<file path="config.mk">
export PLATFORM = sky130hd
export DESIGN_NAME = w5300_status_reader
export DESIGN_NICKNAME = d
export VERILOG_FILES = /design/src/rtl/w5300_pkg.sv /design/src/rtl/w5300_poll_timer.sv /design/src/rtl/w5300_status_reader.sv
export SDC_FILE = /design/constraint.sdc
export NUM_CORES = 1
export LEC_CHECK = 0
export BUFFER_PORTS_ARGS = -buffer_cell sky130_fd_sc_hd__buf_2
export CAP_MARGIN = 20
export CORE_AREA = 5 5 111 113
export CTS_BUF_LIST = sky130_fd_sc_hd__clkbuf_8
export DETAILED_ROUTE_END_ITERATION = 8
export DIE_AREA = 0 0 116 118
export GPL_TIMING_DRIVEN = 0
export HOLD_SLACK_MARGIN = 0.05
export PLACE_DENSITY = 0.56
export SETUP_SLACK_MARGIN = 0.5
export SKIP_LAST_GASP = 1
export SLEW_MARGIN = 10
export SYNTH_ARGS = -nofsm -noshare
export SYNTH_HDL_FRONTEND = slang
export SYNTH_SLANG_ARGS = --single-unit
</file>
<file path="constraint.sdc">
create_clock -name clk -period 1.9 [get_ports clk]
set_input_delay 0.285 -clock clk [delete_from_list [all_inputs] [get_ports clk]]
set_output_delay 0.285 -clock clk [all_outputs]
set_load 0.03 [all_outputs]
</file>
<file path="src/rtl/w5300_pkg.sv">
// w5300_pkg: W5300 register map and bus operation encodings
package w5300_pkg;

    localparam logic OP_RD = 1'b0;
    localparam logic OP_WR = 1'b1;

    localparam logic [9:0] IR_ADDR      = 10'h002;
    localparam logic [9:0] SN_BASE      = 10'h200;
    localparam logic [9:0] SN_IR_OFS    = 10'h006;
    localparam logic [9:0] SN_SSR_OFS   = 10'h008;
    localparam logic [9:0] SN_RSR0_OFS  = 10'h028;
    localparam logic [9:0] SN_RSR2_OFS  = 10'h02A;

    // each socket owns a 0x40 window above SN_BASE
    function automatic logic [9:0] sn_reg(input int n, input logic [9:0] ofs);
        return SN_BASE + 10'(n * 64) + ofs;
    endfunction

endpackage

</file>
<file path="src/rtl/w5300_poll_timer.sv">
// w5300_poll_timer: free-running poll interval counter with reload and expiry flag
module w5300_poll_timer #(
    parameter int POLL_CYCLES = 1000
) (
    input  logic clk,
    input  logic rst,
    input  logic en_i,
    input  logic reload_i,
    output logic expired_o
);

    localparam int W = $clog2(POLL_CYCLES);
    localparam logic [W-1:0] LAST = W'(POLL_CYCLES - 1);

    logic [W-1:0] cnt_q, cnt_d;

    // saturates at LAST so a poll longer than the interval still starts the next one promptly
    always_comb cnt_d = (reload_i || !en_i) ? '0 : (cnt_q == LAST) ? cnt_q : cnt_q + W'(1);

    always_ff @(posedge clk) begin
        if (rst) cnt_q <= '0;
        else     cnt_q <= cnt_d;
    end

    assign expired_o = en_i && (cnt_q == LAST);

endmodule

</file>
<file path="src/rtl/w5300_status_reader.sv">
// w5300_status_reader: polls W5300 IR and socket N status registers, clearing Sn_IR when set
module w5300_status_reader
    import w5300_pkg::*;
#(
    parameter int N           = 0,
    parameter int POLL_CYCLES = 1000
) (
    input  logic        clk,
    input  logic        rst,
    input  logic        enable,
    input  logic        start,
    output logic        req,
    output logic [10:0] addr,
    output logic [15:0] wr_data,
    input  logic        op_done,
    input  logic [15:0] rd_data,
    output logic [15:0] ir,
    output logic [7:0]  sn_ir,
    output logic [7:0]  sn_ssr,
    output logic [16:0] rx_rsr,
    output logic        valid,
    output logic        busy
);

    localparam logic [2:0] IDLE    = 3'd0;
    localparam logic [2:0] RD_IR   = 3'd1;
    localparam logic [2:0] RD_SIR  = 3'd2;
    localparam logic [2:0] CLR_SIR = 3'd3;
    localparam logic [2:0] RD_SSR  = 3'd4;
    localparam logic [2:0] RD_RSR0 = 3'd5;
    localparam logic [2:0] RD_RSR2 = 3'd6;
    localparam logic [2:0] DONE    = 3'd7;

    localparam logic [9:0] A_SIR  = sn_reg(N, SN_IR_OFS);
    localparam logic [9:0] A_SSR  = sn_reg(N, SN_SSR_OFS);
    localparam logic [9:0] A_RSR0 = sn_reg(N, SN_RSR0_OFS);
    localparam logic [9:0] A_RSR2 = sn_reg(N, SN_RSR2_OFS);

    logic [2:0]  state_q, state_d;
    logic [15:0] ir_s_q;
    logic [7:0]  sir_s_q, ssr_s_q;
    logic        rsr0_s_q;
    logic        expired, go;

    assign go = start || (enable && expired);

    w5300_poll_timer #(.POLL_CYCLES(POLL_CYCLES)) u_timer (
        .clk       (clk),
        .rst       (rst),
        .en_i      (enable),
        .reload_i  (state_q == IDLE && go),
        .expired_o (expired)
    );

    assign req     = (state_q != IDLE) && (state_q != DONE);
    assign busy    = req;
    assign valid   = state_q == DONE;
    assign wr_data = (state_q == CLR_SIR) ? {8'h00, sir_s_q} : 16'h0000;

    always_comb begin
        addr = (state_q == RD_IR)   ? {OP_RD, IR_ADDR} :
               (state_q == RD_SIR)  ? {OP_RD, A_SIR}   :
               (state_q == CLR_SIR) ? {OP_WR, A_SIR}   :
               (state_q == RD_SSR)  ? {OP_RD, A_SSR}   :
               (state_q == RD_RSR0) ? {OP_RD, A_RSR0}  :
               (state_q == RD_RSR2) ? {OP_RD, A_RSR2}  : {OP_RD, 10'h000};
    end

    always_comb begin
        state_d = state_q;
        case (state_q)
            IDLE:    if (go) state_d = RD_IR;
            RD_IR:   if (op_done) state_d = RD_SIR;
            RD_SIR:  if (op_done) state_d = (rd_data[7:0] != 8'h00) ? CLR_SIR : RD_SSR;
            CLR_SIR: if (op_done) state_d = RD_SSR;
            RD_SSR:  if (op_done) state_d = RD_RSR0;
            RD_RSR0: if (op_done) state_d = RD_RSR2;
            RD_RSR2: if (op_done) state_d = DONE;
            default: state_d = IDLE;
        endcase
    end

    // outputs load together on the final read so they are coherent while valid is high
    always_ff @(posedge clk) begin
        if (rst) begin
            state_q  <= IDLE;
            ir_s_q   <= '0;
            sir_s_q  <= '0;
            ssr_s_q  <= '0;
            rsr0_s_q <= 1'b0;
            ir       <= '0;
            sn_ir    <= '0;
            sn_ssr   <= '0;
            rx_rsr   <= '0;
        end else begin
            state_q <= state_d;
            if (op_done) begin
                case (state_q)
                    RD_IR:   ir_s_q   <= rd_data;
                    RD_SIR:  sir_s_q  <= rd_data[7:0];
                    RD_SSR:  ssr_s_q  <= rd_data[7:0];
                    RD_RSR0: rsr0_s_q <= rd_data[0];
                    RD_RSR2: begin
                        ir     <= ir_s_q;
                        sn_ir  <= sir_s_q;
                        sn_ssr <= ssr_s_q;
                        rx_rsr <= {rsr0_s_q, rd_data};
                    end
                    default: ;
                endcase
            end
        end
    end

endmodule
</file>
; After elaboration in Yosys (flattened, before gate mapping)
; Cells that the tools add are included.
[word_totals]
out_inout_bits = 79
reg_bits = 95
wordCells = 60
[classes]
addsub = 1
n_eq_ne = 16
n_mux = 16
reduce_logical = 17
[op_table]
columns = operator, count
row1 = $mux W11, 3
row2 = $mux W10, 3
row3 = $mux W3, 8
row4 = $pmux W3 S7, 1
row5 = $ne A2 B2 Y1 const B, 7
row6 = $eq A3 B3 Y1 const B, 4
row7 = $add A10 B1 Y10 const B, 1
row8 = $eq A10 B10 Y1 const B, 1
row9 = $reduce_and A2 Y1, 5
row10 = $mux W8, 1
row11 = $reduce_bool A8 Y1, 1
row12 = $reduce_and A7 Y1, 1
row13 = $eq A3 B2 Y1 const B, 2
row14 = $logic_and A1 B1 Y1, 4
row15 = $eq A3 B1 Y1 const B, 1
row16 = $logic_not A3 Y1, 1
row17 = $ne A3 B3 Y1 const B, 1
row18 = $reduce_bool A3 Y1, 1
row19 = $logic_or A1 B1 Y1, 2
row20 = $reduce_or A2 Y1, 1
row21 = $logic_not A1 Y1, 1

; Longest topological paths before layout
[logic_depth]
word_depth = 7
ltp_mapped = 7

; By module
; From an unflattened synthesis, not the netlist that was laid out.
[hier_totals]
hier_cells = 480
hier_area_um2 = 3759.9
[by_module_without_submodules]
columns = mod, cells_per_inst, area_per_inst_um2, instances, seq_area_each_um2
row1 = w5300_status_reader, 423, 3265.6, 1, 1701.6
row2 = w5300_poll_timer, 57, 494.2, 1, 200.2

; Worst setup path before layout
; Ideal clock, no wire load.
[synth_timing]
path_kind = flip-flop to output port
startpoint = register state_q[0]
endpoint = output wr_data[0]
n_path_buf = 1
arrival_ns = 1.573
path_stages_with_launch = 5
slack_ns = 0.042
path_cell_list = dfxtp_1 > buf_6 > nand2_1 > nor2_1 > and2_1
[synth_via]
elab_chain_len = 2
[synth_rtl]
columns = item, line_no
row1 = "start, declared", w5300_status_reader.sv:39  ; logic [2:0] state_q, state_d;
row2 = "start signal, assigned", w5300_status_reader.sv:96  ; state_q <= state_d;
row3 = $eq A3 B2 Y1, w5300_status_reader.sv:58  ; assign wr_data = (state_q == CLR_SIR) ? {8'h00, sir_s_q} : 16'h0000;
row4 = $mux W8, w5300_status_reader.sv:58
row5 = "end, declared", w5300_status_reader.sv:14  ; output logic [15:0] wr_data,
; No other way between the ends.

; Final worst setup path
[layout_timing]
startpoint = register state_q[0]
endpoint = output addr[1]
[layout_via]
elab_chain_len = 7
elab_cells_between_ends = 12
cone_classes = 6 x eq/ne / 6 x mux
[layout_rtl]
columns = item, line_no
row1 = $eq A3 B3 Y1, w5300_status_reader.sv:66  ; (state_q == RD_RSR2) ? {OP_RD, A_RSR2} : {OP_RD, 10'h000};
row2 = $mux W10, w5300_status_reader.sv:66
row3 = $mux W10, w5300_status_reader.sv:65  ; (state_q == RD_RSR0) ? {OP_RD, A_RSR0} :
row4 = $mux W10, w5300_status_reader.sv:64  ; (state_q == RD_SSR) ? {OP_RD, A_SSR} :
row5 = $mux W11, w5300_status_reader.sv:63  ; (state_q == CLR_SIR) ? {OP_WR, A_SIR} :
row6 = $mux W11, w5300_status_reader.sv:62  ; (state_q == RD_SIR) ? {OP_RD, A_SIR} :
row7 = $mux W11 *, w5300_status_reader.sv:61  ; addr = (state_q == RD_IR) ? {OP_RD, IR_ADDR} :
row8 = "end, declared", w5300_status_reader.sv:13  ; output logic [10:0] addr,
; Every way passes the cells marked *; elsewhere a longest branch is shown, timed or not.

==> impl_metrics.ini <==
[sta]
rsz0062_at_grt = true
tightest_slew_ps = 541
relSlewSlack_pct = 63.9
finalCriticalPeriod_ps = 1740
setup_viol = 0
fmax_mhz = 575
min_period_over_period_pct = 91.6
hold_viol_final = 0
fin_worst_skew_ps = 9.36
slew_violations = 0
setup_ws_ps = 160
hold_ws_ps = 162
fin_tns_setup_ps = 0

[grt]
overflow = 0
grt_max_degree = 15
antenna_found_initial = 0
grt_pass1_wl_microns = 16900
grt_pass1_vias = 3395
grtUsageTotal_pct = 15.6

[setup_path]
path_class = flop to output pin
crit_family = buffers and inverters
cp-startpoint = state_q[0]
critPathMaxFanout = 5
cp_cell_sequence = buf_8, buf_4, nor2_1, a21oi_1, buf_4
reg2reg_depth = 5
cp_common_cell = buf_4
r2r_start = state_q[0]
timing.critical_path.buf_inv = 3
crit_required_ps = 1620
endpoint_kind = output pin
crit_arrival_ps = 1460
cp_slowest_cell = dfxtp_4
start_kind = flop
crit_path_max_incr_delay_ps = 400
cp_num_cells = 5

[placement]
place_area_sq_mm = 0.00455
dp_hpwl_microns = 7570
port_buffers = 85
gp_congestion = 0.812
dp_slack_ps = 158

[synth]
synth_mux_area_share_pct = 2.66
synth_area_sq_mm = 0.00381
synth_compound_area_share_pct = 13.0
ys_ff_latch = 95
synthAdderAreaFrac_pct = 0.328
postSynthAreaPerCell_sq_um = 8.18
synth_top_family_by_area = simple AND/OR/NAND/NOR gates
syn_inst = 466
yosysUniqueCellTypes = 47
yosysWarnings = 0
synthXorXnorAreaFrac_pct = 1.84
yosysSeqAreaShare_pct = 49.9
yosys.area_share.simple_pct = 25.0

[clocking]
insertion_delay_ps = 370
cts_tree = done
clock_sinks = 95
cts_root_buffer = clkbuf_8
cts.clk_slew.worst_paths_ps = 90
cts_max_level = 3
numCtsBuffers = 9
clock_path_buffers = 2
cts_hold_buffers = 0

[detailed_routing]
wl_met2_microns = 5210
drc = 0
drtAntennaViolNets = 0
first_iter_violations = 106
vias = 3443
wl_met1_microns = 4500
routed_wl_microns = 10500
post_drt_wl_per_cell_microns = 14.0
viasPerCell = 4.60
routed.top_layer = met4
met3_length_microns = 662
drtPass1Iterations = 4

[floorplan]
die_x_microns = 116
initial_utilization_pct = 34.0
rows = 39
ios = 100
dieArea_sq_mm = 0.0137
core_sq_mm = 0.0112
die_y_microns = 118

[finish]
final_common_cell = nand2_1
syn2layout_area_growth_pct = 38.3
most-common-layout-cells = nand2_1 (143), dfxtp_1 (90), a21oi_1 (74)
antennaDiodeCount = 0
final_area_sq_mm = 0.00527
final_nets = 623
drive_gt1_share_pct = 36.0

[pwr]
power.leakage_nw = 2.13
power.density_mw_per_mm2 = 962
peakVddDrop_uv = 382

[min_path]
min_path_type = primary input to flop
min_from = rd_data[15]
hold_path_depth = 3

[outcome]
status = finished, final reports clean

[flow_run]
max_cap_viol_count = 0
-- worst min-delay path, delay by kind of cell --
kind                   cells  cell delay (ps)
AO/OA/AOI/OAI              1               50
buffers and inverters      1              100
AND/OR/NAND/NOR            1               50
-- registers in the layout, indices dropped and copies added, names as in the netlist --
register,flops
rx_rsr,17
ir,16
ir_s_q,16
u_timer.cnt_q,10
sir_s_q,8
sn_ir,8
sn_ssr,8
ssr_s_q,8
state_q,3
rsr0_s_q,1
-- report_power, final --
part,internal [mW],switching (mW)
Sequential,2.09,0.0811
Clock,0.667,0.701
Combinational,0.743,0.786
-- synthesized netlist by cell type, drive strengths merged --
master	number	area share, %
a211oi	3	0.72
a21boi	2	0.39
a21o	1	0.20
a21oi	75	9.8
a31oi	1	0.16
and2	10	1.7
and3	3	0.66
and4	1	0.23
and4bb	1	0.43
buf	29	5.5
clkbuf	13	1.5
conb	1	0.098
dfxtp	95	50
ha	1	0.33
inv	1	0.098
mux2	1	0.30
mux2i	9	2.4
nand2	153	15
nand2b	3	0.69
nand3	3	0.39
nand4	3	0.49
nor2	29	2.9
nor2b	2	0.33
nor3	5	0.79
nor4	1	0.16
o211ai	1	0.20
o21ai	2	0.26
o31a	1	0.23
o32ai	1	0.23
o41ai	1	0.72
or2	3	0.49
or2b	1	0.23
or4	2	0.49
xnor2	1	0.23
xor2	7	1.6
-- final timing paths --
check | to | slack, ps
worst min register to register | ir[4] | 460
worst max-delay path | addr[1] | 160
worst max register to register | state_q[0] | 230
worst min-delay path | ir_s_q[15] | 160
-- cell type report --
cell class                      instances  area, sq um
Fill cell                            1117         5950
Inverter                                1         3.75
Multi-Input combinational cell        340         1870
Tap cell                              143          179
Timing Repair Buffer                  112          782
Buffer                                 42          325
Clock buffer                           11          151
Sequential cell                        95         1920
Clock inverter                          4         46.3
-- per-stage QoR --
stage	power [mW]	cells	util, %
after global placement	3.22	706	40.6
after global routing	5.31	748	47.0
final	5.07	748	47.0
after floorplan	2.99	478	-
after CTS	5.00	745	46.3
after detailed placement	3.23	706	40.6
-- repair_timing --
item / in CTS / in global routing
pin swaps: 17 / 4
buffers inserted: 22 / 3
setup endpoints to repair: 97 / 109
resized for setup: 80 / 13
cloned: 2 / 0
-- cells by family after synthesis --
family / after synthesis
flops: 95
buf+inv: 43
other cells: 1
mux: 10
fa+ha+maj: 1
xor+xnor: 8
simple gates: 220
compound gates: 88
-- layer usage --
layer | GRT usage [%] | up-vias
met3 | 5.45 | 10
met1 | 18.4 | 1589
met5 | 0 | -
met4 | 5.80 | 0
li1 | - | 1765
met2 | 25.8 | 79
(Power assumes the default switching activity.)
